File: src/rtl/generic_fifo_rd_packer.sv
// Read-side drain for a non-show-ahead FIFO: prefetches through a 2-entry buffer,
// packs PACK words LSB-first and presents them on a valid/ready stream with flush.
module generic_fifo_rd_packer #(
   parameter int unsigned DATA_WIDTH = 16,
   parameter int unsigned PACK       = 2
) (
   input  logic                           clk_i,
   input  logic                           rst_n_i,
   output logic                           fifo_rd_o,
   input  logic [DATA_WIDTH-1:0]          fifo_q_i,
   input  logic                           fifo_empty_i,
   input  logic                           flush_i,
   output logic                           src_valid_o,
   input  logic                           src_ready_i,
   output logic [DATA_WIDTH*PACK-1:0]     src_data_o,
   output logic [$clog2(PACK+1)-1:0]      src_words_o,
   output logic                           busy_o
);

   localparam int unsigned KW = (PACK > 1) ? $clog2(PACK) : 1;
   localparam int unsigned WW = $clog2(PACK + 1);
   localparam int unsigned OW = DATA_WIDTH * PACK;

   logic                  inflight;
   logic [DATA_WIDTH-1:0] buf_mem [2];
   logic                  buf_rd_ptr;
   logic                  buf_wr_ptr;
   logic [1:0]            buf_cnt;
   logic [KW-1:0]         k;
   logic [OW-1:0]         acc;
   logic                  flush_pend;

   logic [1:0]            occ;
   logic                  buf_has;
   logic [DATA_WIDTH-1:0] head;
   logic                  avail;
   logic                  out_free;
   logic                  pop;
   logic                  pop_buf;
   logic                  push;
   logic                  flush_go;
   logic                  emit_full;
   logic                  emit_part;
   logic                  flush_done;
   logic [OW-1:0]         acc_upd;
   int unsigned           slot_lsb;

   always_comb begin
      occ       = buf_cnt + {1'b0, inflight};
      fifo_rd_o = rst_n_i & !fifo_empty_i & !flush_pend & (occ < 2'd2);

      // With the buffer empty, the word arriving from the FIFO is consumed
      // directly so a lone read reaches the output two cycles later.
      buf_has  = (buf_cnt != 2'd0);
      head     = buf_has ? buf_mem[buf_rd_ptr] : fifo_q_i;
      avail    = buf_has | inflight;
      out_free = !src_valid_o | src_ready_i;
      pop      = out_free & avail;
      pop_buf  = pop & buf_has;
      push     = inflight & !(pop & !buf_has);

      flush_go   = flush_pend & !inflight & !buf_has;
      emit_full  = pop & (k == KW'(PACK - 1));
      emit_part  = flush_go & (k != '0) & out_free;
      flush_done = flush_go & ((k == '0) | out_free);

      slot_lsb = 32'(k) * DATA_WIDTH;
      acc_upd  = acc;
      acc_upd[slot_lsb +: DATA_WIDTH] = head;
   end

   always_ff @(posedge clk_i or negedge rst_n_i) begin
      if (!rst_n_i) begin
         inflight   <= 1'b0;
         buf_mem[0] <= '0;
         buf_mem[1] <= '0;
         buf_rd_ptr <= 1'b0;
         buf_wr_ptr <= 1'b0;
         buf_cnt    <= '0;
         flush_pend <= 1'b0;
      end else begin
         inflight <= fifo_rd_o;
         if (push) begin
            buf_mem[buf_wr_ptr] <= fifo_q_i;
            buf_wr_ptr          <= ~buf_wr_ptr;
         end
         if (pop_buf) begin
            buf_rd_ptr <= ~buf_rd_ptr;
         end
         case ({push, pop_buf})
            2'b10:   buf_cnt <= buf_cnt + 2'd1;
            2'b01:   buf_cnt <= buf_cnt - 2'd1;
            default: buf_cnt <= buf_cnt;
         endcase
         // A flush arriving while one is being resolved is absorbed.
         flush_pend <= flush_done ? 1'b0 : (flush_pend | flush_i);
      end
   end

   always_ff @(posedge clk_i or negedge rst_n_i) begin
      if (!rst_n_i) begin
         k           <= '0;
         acc         <= '0;
         src_valid_o <= 1'b0;
         src_data_o  <= '0;
         src_words_o <= '0;
      end else if (emit_full || emit_part) begin
         src_valid_o <= 1'b1;
         src_data_o  <= emit_full ? acc_upd : acc;
         src_words_o <= emit_full ? WW'(PACK) : WW'(k);
         k           <= '0;
         acc         <= '0;
      end else begin
         if (src_ready_i) begin
            src_valid_o <= 1'b0;
         end
         if (pop) begin
            acc <= acc_upd;
            k   <= k + KW'(1);
         end
      end
   end

   assign busy_o = inflight | buf_has | (k != '0) | src_valid_o | flush_pend;

endmodule

File: config.mk
export PLATFORM = sky130hd
export DESIGN_NAME = generic_fifo_rd_packer
export DESIGN_NICKNAME = d
export VERILOG_FILES = /design/src/rtl/generic_fifo_rd_packer.sv
export SDC_FILE = /design/constraint.sdc
export NUM_CORES = 1
export LEC_CHECK = 0
export CORE_AREA = 2 2 151 94
export CTS_CLUSTER_DIAMETER = 30
export DETAILED_ROUTE_END_ITERATION = 16
export DIE_AREA = 0 0 153 96
export GPL_ROUTABILITY_DRIVEN = 0
export HOLD_SLACK_MARGIN = 0.15
export SLEW_MARGIN = 10
export SYNTH_ARGS = -nofsm -noshare
export SYNTH_HDL_FRONTEND = slang
export SYNTH_SLANG_ARGS = --single-unit
File: constraint.sdc
create_clock -name clk_i -period 2.2 [get_ports clk_i]
set_input_delay 0.22 -clock clk_i [delete_from_list [all_inputs] [get_ports clk_i]]
set_output_delay 0.22 -clock clk_i [all_outputs]
set_load 0.01 [all_outputs]
# Word-level counts from Yosys, hierarchy flattened
# Cells that the tools add are included.
dict set report totals {
  regBits 106
  in_bits 21
}
dict set report classes {
  addsub 5
  order_cmp 4
  eq_ne 2
  shift 2
  muxes 18
  bitwise 25
  n_reduce_logical 12
}
# cell count
set op_table {}
lappend op_table {{$mux 32} 3}
lappend op_table {{$mux 16} 5}
lappend op_table {{$bwmux 32} 2}
lappend op_table {{$neg 5->34} 1}
lappend op_table {{$shift 16x34->32 const A} 1}
lappend op_table {{$shiftx 16x34->32} 1}
lappend op_table {{$demux 16 s1} 1}
lappend op_table {{$and 1x1->1} 13}
lappend op_table {{$reduce_bool 2->1} 4}
lappend op_table {{$or 1x1->1} 7}
lappend op_table {{$logic_not 1->1} 6}
lappend op_table {{$mux 1} 5}
lappend op_table {{$ge 2x2->1 const B} 2}
lappend op_table {{$not 1->2} 2}
lappend op_table {{$pmux 2 s2} 1}
lappend op_table {{$not 1->1} 3}
lappend op_table {{$add 2x1->2} 1}
lappend op_table {{$add 2x1->2 const B} 1}
lappend op_table {{$eq 2x1->1 const B} 1}
lappend op_table {{$eq 2x2->1 const B} 1}
lappend op_table {{$lt 2x1->1 const B} 1}
lappend op_table {{$lt 2x2->1 const B} 1}
lappend op_table {{$mux 2} 1}
lappend op_table {{$sub 2x1->2 const B} 1}
lappend op_table {{3 further kinds} 3}

# Depth between registers and ports, before layout
# Gate-level depths: netlist (run 1).
dict set report logic_depth {
  depth_word 9
  depth_mapped 7
}

# Worst setup path before layout (run 1)
# Ideal clock, no wire load.
dict set report synth_timing {
  path_kind {reg-to-reg}
  from {register buf_cnt[0]}
  to {register buf_cnt[1]}
  setup_ps 79
  arrival_time_ps 1663
  required_time_ps 2121
  path_slack_ps 458
  stages_incl_launch_ff 7
  path_buffers 1
  period_less_slack_ps 1742
  path_cell_list {dfrtp_1 > or2_2 > buf_2 > o21ai_0 > ha_1 > nor2_1 > xor2_1}
}
dict set report synth_via {
  elab_chain_len 8
  word_cells_on_any_way 14
}
# item line_no
set synth_lines {}
lappend synth_lines {{from (decl)} 28} ;# logic [1:0] buf_cnt;
lappend synth_lines {{from (signal assigned)} 91} ;# 2'b10: buf_cnt <= buf_cnt + 2'd1;
lappend synth_lines {{from (signal assigned)} 92} ;# 2'b01: buf_cnt <= buf_cnt - 2'd1;
lappend synth_lines {{from (signal assigned)} 93} ;# default: buf_cnt <= buf_cnt;
lappend synth_lines {{$reduce_bool 2->1} 54} ;# buf_has = (buf_cnt != 2'd0);
lappend synth_lines {{$or 1x1->1} 56} ;# avail = buf_has | inflight;
lappend synth_lines {{$and 1x1->1} 58} ;# pop = out_free & avail;
lappend synth_lines {{$and 1x1->1} 60} ;# push = inflight & !(pop & !buf_has);
lappend synth_lines {{$logic_not 1->1} 60}
lappend synth_lines {{$and 1x1->1} 60}
lappend synth_lines {{$eq 2x1->1 or $eq 2x2->1 (tied branches)} 90} ;# case ({push, pop_buf})
lappend synth_lines {{$pmux 2 s2 or $reduce_bool 2->1 (tied branches)} -}
# Several ways; a longest one is shown, not always the timed one.
# A chain may end at the register's enable or synchronous reset.

# Worst setup path in the final report (run 1)
dict set report layout_timing {
  from {register buf_cnt[0]}
  to {output port busy_o}
}
dict set report layout_via {
  elab_chain_len 5
}
# item line_no
set layout_lines {}
lappend layout_lines {{$reduce_bool 2->1} 54}
lappend layout_lines {{$or 1x1->1 (4 in a row)} 124} ;# assign busy_o = inflight | buf_has | (k != '0) | src_valid_o | flush_pend;
lappend layout_lines {{to (decl)} 17} ;# output logic busy_o
# Every way passes these cells.

==> flow_metrics.py, run 1 <==
metrics = {
    "finish": {
        "utilization_pct": 43.2,
        "fin_nets": 441,
        "drive_gt1_share_pct": 27.6,
        "synthToLayoutAreaGrowth_pct": 25.8,
        "layout_commonest_cell": "dfrtp_1",
        "final_cell_mix": "106 x dfrtp_1, 54 x clkdlybuf4s50_1, 48 x mux2_2",
        "final_cells": 599,
        "n_antenna_cell": 0,
        "final_cell_area_um2": 5760,
        "fillCellCount": 1243,
    },
    "floorplanning": {
        "dieArea_um2": 14700,
        "die_w_um": 153,
        "ios": 58,
        "coreArea_um2": 13300,
        "rows": 33,
        "start_util_pct": 34.4,
        "die_y_um": 96,
    },
    "timing": {
        "worst_slew_pin_slew_ps": 856,
        "grt_setup_unrepaired": "no",
        "fin_crit_sh_pct": 95.9,
        "slew_viol_final": 0,
        "worst_slack_ps": 90.9,
        "finalCriticalPeriod_ps": 2110,
        "tns_ps": 0,
        "max-slew-margin-rel_pct": 42.9,
        "fmax_mhz": 474,
        "hold_slack_ps": 484,
        "fin_skew_ps": 5.58,
        "setup_viol": 0,
        "finalHoldViolations": 0,
    },
    "yosys": {
        "ys_seq_elements": 106,
        "synth_area_leader_cell": "dfrtp_1",
        "synth.area.top_cells": "dfrtp_1 58%, mux2_2 12%, o221a_2 3.9%",
        "ys_seq_area_share_pct": 57.9,
        "ys_types": 39,
        "postSynthCellCount": 349,
        "avgSynthCellArea_um2": 13.1,
        "yosys_warnings": 0,
        "synth_nets": 371,
        "syn_area_um2": 4580,
        "yosysTopAreaCellShare_pct": 57.9,
    },
    "critical_path": {
        "path_class": "flip-flop to primary output",
        "cp-startpoint": "buf_cnt[0]",
        "cpPeakStageDelay_ps": 560,
        "critPathLaunchType": "flip-flop",
        "crit_buf_inv": 1,
        "crit_fanout": 4,
        "r2r-start": "buf_cnt[0]",
        "endpoint_kind": "primary output",
        "cp_data_arrival_time_ps": 1890,
        "cp.required_ps": 1980,
        "path_cells": "or4_4 > or3_1 > clkdlybuf4s15_1",
        "cp_slowest_cell": "or4_4",
        "cp_top_family": "simple AND/OR/NAND/NOR gates",
    },
    "min_path": {
        "hold_start": "flush_i",
        "worstHoldPathType": "input pin to flip-flop",
    },
    "run_status": {
        "status": "finished clean",
    },
    "cts": {
        "root_buffer": "clkbuf_16",
        "cts_made_buffers": 9,
        "insertion_delay_ps": 350,
        "clkTransAtPathRegs_ps": 70,
        "numClockSinks": 106,
        "cts_tree": "done",
        "cts_buffer_depth": 2,
        "h-tree-depth": 3,
    },
    "global_route": {
        "grt_usage_pct": 16.4,
        "grt_pass1_wl_um": 18200,
        "grt_max_degree": 67,
        "overflow": 0,
        "grt_pass1_vias": 3184,
        "antenna_found_initial": 0,
    },
    "routing": {
        "routed-via-count": 3142,
        "drc_errors": 0,
        "dr.pass1.iters": 4,
        "wl_um": 11400,
        "wl_per_cell_um": 19.0,
        "ant_nets": 0,
        "viasPerCell": 5.25,
        "drtIter0Drc": 226,
    },
    "placement": {
        "post-place-ws_ps": 87.0,
        "dp_hpwl_um": 7980,
        "postPlaceCellArea_um2": 5460,
        "io_buffer_count": 57,
        "place_inst": 581,
    },
    "pwr": {
        "peakVddDrop_uv": 489,
        "powerDensity_nw_per_um2": 1510,
        "leakage_nw": 2.54,
        "power.total_mw": 8.68,
    },
    "flow_run": {
        "max_cap_violations": 0,
    },
}
-- where the power goes --
group          internal, mW  leakage, nW  switching (mW)
logic                  1.99         1.06            2.00
registers              2.70         1.34           0.466
clock network         0.786        0.137           0.742
-- final cells by class --
class | count | area [um2] | area share, %
multi-input combinational | 214 | 1790 | 31.1
clock buffer | 9 | 225 | 3.91
clock inverter | 7 | 60.1 | 1.04
inverter | 3 | 11.3 | 0.195
sequential | 106 | 2650 | 46.0
tap | 175 | 219 | 3.80
timing repair buffer | 85 | 805 | 14.0
-- cells by family (layout without fill, tap and decap cells) --
logic type                 Yosys count  in the layout  share of synthesized area, %
DFF                                106            106                          57.9
AOI/OAI and AO/OA                   73             73                          14.1
and+or+nand+nor                     70             70                          8.17
muxes                               64             64                          15.3
buffers and inverters               29            104                          3.14
xor gates and xnor gates             6              6                          1.15
adders and majority gates            1              1                         0.273
-- registers in the layout, indices dropped and copies added, names as in the netlist --
signal,cells
acc,32
buf_mem,32
src_data_o,32
buf_cnt,2
src_words_o,2
buf_rd_ptr,1
buf_wr_ptr,1
flush_pend,1
inflight,1
k,1
src_valid_o,1
-- path summary, 6_finish.rpt --
check | to | slack, ps | depth (start not counted)
setup / recovery | busy_o | 90 | 3
hold / removal | flush_pend | 480 | 3
setup reg to reg | buf_mem[16] | 220 | 6
hold reg to reg | acc[29] | 490 | 1
max in group asynchronous | src_data_o[24] | 460 | 4
min in group asynchronous | src_data_o[8] | 500 | 3
-- worst min-delay path, delay by kind of cell --
kind / cells / cell delay, ps
AOI/OAI and AO/OA: 1 / 50
buffers and inverters: 1 / 420
and+or+nand+nor: 1 / 100
-- timing repair --
action                                  4_1_cts  5_1_grt
hold endpoints to repair                     40        0
pin swaps                                     1        0
endpoints found under the setup margin        2        1
hold buffers                                  1        0
buffers inserted                              0        1
gates resized for setup                       3        1
-- metal layers --
layer,GRT usage (%),wire (um),vias up
met5,0,0,-
met3,5.00,674,4
met4,3.24,42,0
li1,-,-,1439
met2,22.9,4660,96
met1,25.0,6000,1603
-- cell usage after synthesis, drive strengths merged --
cell type,n
dfrtp,106
mux2,48
nor2,20
nor3,19
a21oi,16
a22o,16
and2,16
buf,16
mux2i,16
o221a,16
o32a,16
clkbuf,10
nand2,4
xnor2,4
inv,3
nand2b,3
o21ai,3
xor2,2
a211oi,1
a21o,1
a31oi,1
and3,1
ha,1
nand3,1
nor2b,1
nor4,1
nor4b,1
o211ai,1
o22a,1
o22ai,1
or2,1
or3,1
or4,1
No activity file was read; power rests on OpenSTA's default activity.
==> run 2: changes to the inputs <==
--- a/config.mk
+++ b/config.mk
@@ -5,12 +5,14 @@
 export SDC_FILE = /design/constraint.sdc
 export NUM_CORES = 1
 export LEC_CHECK = 0
-export CORE_AREA = 2 2 151 94
+export ABC_AREA = 1
+export CORE_AREA = 2 2 154 96
 export CTS_CLUSTER_DIAMETER = 30
 export DETAILED_ROUTE_END_ITERATION = 16
-export DIE_AREA = 0 0 153 96
+export DIE_AREA = 0 0 156 98
 export GPL_ROUTABILITY_DRIVEN = 0
 export HOLD_SLACK_MARGIN = 0.15
+export RECOVER_POWER = 50
 export SLEW_MARGIN = 10
 export SYNTH_ARGS = -nofsm -noshare
 export SYNTH_HDL_FRONTEND = slang
==> constraint.sdc (replaced) <==
create_clock -name clk_i -period 2.51 [get_ports clk_i]
set_input_delay 0.251 -clock clk_i [delete_from_list [all_inputs] [get_ports clk_i]]
set_output_delay 0.251 -clock clk_i [all_outputs]
set_load 0.01 [all_outputs]
==> flow_metrics.py, run 2 <==
metrics = {
    "finish": {
        "final_cells": 804,
        "top_regs": "acc x32, buf_mem x32, src_data_o x32",
        "n_antenna_cell": 0,
        "drive_gt1_share_pct": 6.25,
        "final_cell_mix": "221 x nand2_1, 106 x dfrtp_1, 97 x nand3_1",
        "utilization_pct": 41.3,
        "layout_commonest_cell": "nand2_1",
        "synthToLayoutAreaGrowth_pct": 21.2,
        "final_cell_area_um2": 5780,
        "fin_nets": 643,
    },
    "cts": {
        "cts_tree": "done",
        "cts_hold_buf": 1,
        "numClockSinks": 106,
        "insertion_delay_ps": 340,
        "root_buffer": "clkbuf_16",
        "clkTransAtPathRegs_ps": 70,
        "cts_setup_buffers": 0,
        "cts_buffer_depth": 2,
        "cts.repair.resized": 0,
        "h-tree-depth": 3,
        "cts_made_buffers": 9,
    },
    "pwr": {
        "peakVddDrop_uv": 466,
        "leakage_nw": 2.87,
        "p_seq_share_pct": 36.9,
        "p_clk_share_pct": 19.4,
        "power.total_mw": 7.23,
        "netSwitchingPower_mw": 2.95,
        "swShare_pct": 40.8,
        "internal_power_mw": 4.28,
        "pwr-share-comb_pct": 43.7,
        "powerDensity_nw_per_um2": 1250,
    },
    "yosys": {
        "synth_compound_area_share_pct": 4.72,
        "synth_area_leader_cell": "dfrtp_1",
        "synth_common_cells": "221 x nand2_1, 106 x dfrtp_1, 97 x nand3_1",
        "synth_top_family_by_area": "simple AND/OR/NAND/NOR gates",
        "synthSimpleGateAreaFrac_pct": 32.2,
        "avgSynthCellArea_um2": 8.35,
        "muxShareOfSynthArea_pct": 0,
        "synthArstFlopShare_pct": 100,
        "syn_area_um2": 4770,
        "synthXorXnorAreaFrac_pct": 0.551,
        "synth-edff-count": 0,
        "ys_seq_elements": 106,
        "synth_ff_type": "dfrtp_1",
        "postSynthCellCount": 571,
        "yosys_warnings": 0,
        "synth_adder_area_share_pct": 0.262,
        "ys_seq_area_share_pct": 55.6,
        "yosysTopAreaCellShare_pct": 55.6,
        "ys_types": 28,
        "synth.most_common_cell": "nand2_1",
        "synth.area.top_cells": "dfrtp_1 56%, nand2_1 17%, nand3_1 10%",
        "synth_nets": 593,
    },
    "global_route": {
        "overflow": 0,
        "grt_pass1_wl_um": 19400,
        "grt_pass1_vias": 3933,
        "grt_max_degree": 63,
        "antenna_found_initial": 0,
        "grt_usage_pct": 16.0,
    },
    "placement": {
        "io_buffer_count": 57,
        "postPlaceCellArea_um2": 5490,
        "place_inst": 789,
        "dp_hpwl_um": 8150,
    },
    "run_status": {
        "violations": "max-capacitance violations, max-slew violations",
        "status": "finished, violations left",
    },
    "routing": {
        "drtIter0Drc": 214,
        "ant_nets": 0,
        "wl_per_cell_um": 14.1,
        "routed-via-count": 3848,
        "dr.pass1.iters": 5,
        "viasPerCell": 4.79,
        "wl_um": 11300,
        "drc_errors": 0,
    },
    "critical_path": {
        "r2r-end": "acc[0]",
        "crit_fanout": 4,
        "reg2reg_depth": 8,
        "endpoint_kind": "primary output",
        "cp_data_arrival_time_ps": 1970,
        "r2r-start": "buf_cnt[0]",
        "critPathLaunchType": "input pin",
        "cp.required_ps": 2260,
        "reg2reg_setup_slack_ps": 590,
        "path_class": "input pin to primary output",
    },
    "timing": {
        "tns_ps": 0,
        "setup_viol": 0,
        "worst_slew_pin_slew_ps": 1550,
        "grt_setup_unrepaired": "no",
        "finalCriticalPeriod_ps": 2220,
        "fin_crit_sh_pct": 88.6,
        "slew_viol_final": 63,
        "max-slew-margin-rel_pct": -3.32,
        "fin_skew_ps": 5.75,
        "fmax_mhz": 450,
        "finalHoldViolations": 0,
    },
    "floorplanning": {
        "die_y_um": 98,
        "dieArea_um2": 15300,
        "start_util_pct": 34.1,
        "coreArea_um2": 14000,
        "ios": 58,
        "die_w_um": 156,
        "rows": 34,
    },
    "flow_run": {
        "max_cap_violations": 1,
    },
    "min_path": {
        "worstHoldPathType": "input pin to asynchronous set/reset pin",
    },
}
==> run 2: cell types whose count changed in the layout (fill, tap and decap cells not counted), sizes merged, moves of 18 or more <==
cell | previous run | this run
nand2 | 4 | 227
nand3 | 1 | 98
mux2 | 48 | 0
inv | 6 | 45
buf | 28 | 6
nor3 | 19 | 1
==> run 2: worst max-delay path by stage <==
| stage | startpoint | to | depth (start not counted) |
|---|---|---|---|
| after floorplan | buf_cnt[0] | buf_cnt[1] | 7 |
| after global placement | src_ready_i | src_data_o[25] | 9 |
| after detailed placement | src_ready_i | src_data_o[28] | 9 |
| after CTS | buf_cnt[0] | fifo_rd_o | 3 |
| after global routing | rst_n_i | fifo_rd_o | 5 |
| final | rst_n_i | fifo_rd_o | 5 |
==> run 2: cell families after synthesis <==
kind of cell	Yosys count
buffers and inverters	72
flip-flops	106
AO/OA/AOI/OAI	37
XOR/XNOR	3
adder cells (fa/ha/maj)	1
AND/OR/NAND/NOR	352
==> run 2: layout make-up <==
type                            count  area (um2)
Tap cell                          180         225
Clock buffer                       11         253
Multi-Input combinational cell    393        1800
Sequential cell                   106        2650
Timing Repair Buffer               66         642
Fill cell                        1415        8210
Inverter                           45         169
Clock inverter                      3        40.0
==> run 2: worst max-delay path: stages <==
cell and delay (ps):
dlygate4sd3_1 520, clkbuf_1 180, nand2_1 70, nor4_1 350, clkdlybuf4s50_1 610
==> run 2: through the flow <==
step           setup WS, ps  hold slack, ps
6_report                286             242
5_1_grt                 148             259
4_1_cts                 331             219
3_5_place_dp            462            44.3
3_3_place_gp            539            44.1
2_1_floorplan           662           -44.6
==> run 2: layer usage <==
metal  GRT usage [%]  wire [um]  up-vias
li1                -          -     1892
met5               0          0        -
met4            4.23        121        0
met1            22.2       5380     1853
met2            25.2       5130       91
met3            3.86        673       12
==> run 2: power by group through the flow <==
stage / combinational [mW] / clock, mW / sequential, mW
floorplan: 2.16 / 0 / 2.68
global placement: 3.11 / 0 / 2.68
detailed placement: 3.22 / 0 / 2.70
CTS: 3.24 / 1.44 / 2.68
global route: 3.59 / 1.51 / 2.74
finish: 3.16 / 1.40 / 2.67
==> run 3: changes to the inputs <==
--- a/config.mk
+++ b/config.mk
@@ -13,6 +13,8 @@
 export GPL_ROUTABILITY_DRIVEN = 0
 export HOLD_SLACK_MARGIN = 0.15
 export RECOVER_POWER = 50
+export SETUP_SLACK_MARGIN = 0.15
+export SKIP_CTS_REPAIR_TIMING = 1
 export SLEW_MARGIN = 10
 export SYNTH_ARGS = -nofsm -noshare
 export SYNTH_HDL_FRONTEND = slang
==> results of run 3 <==
No change in the layout: final DEF, timing and power equal those of run 2.
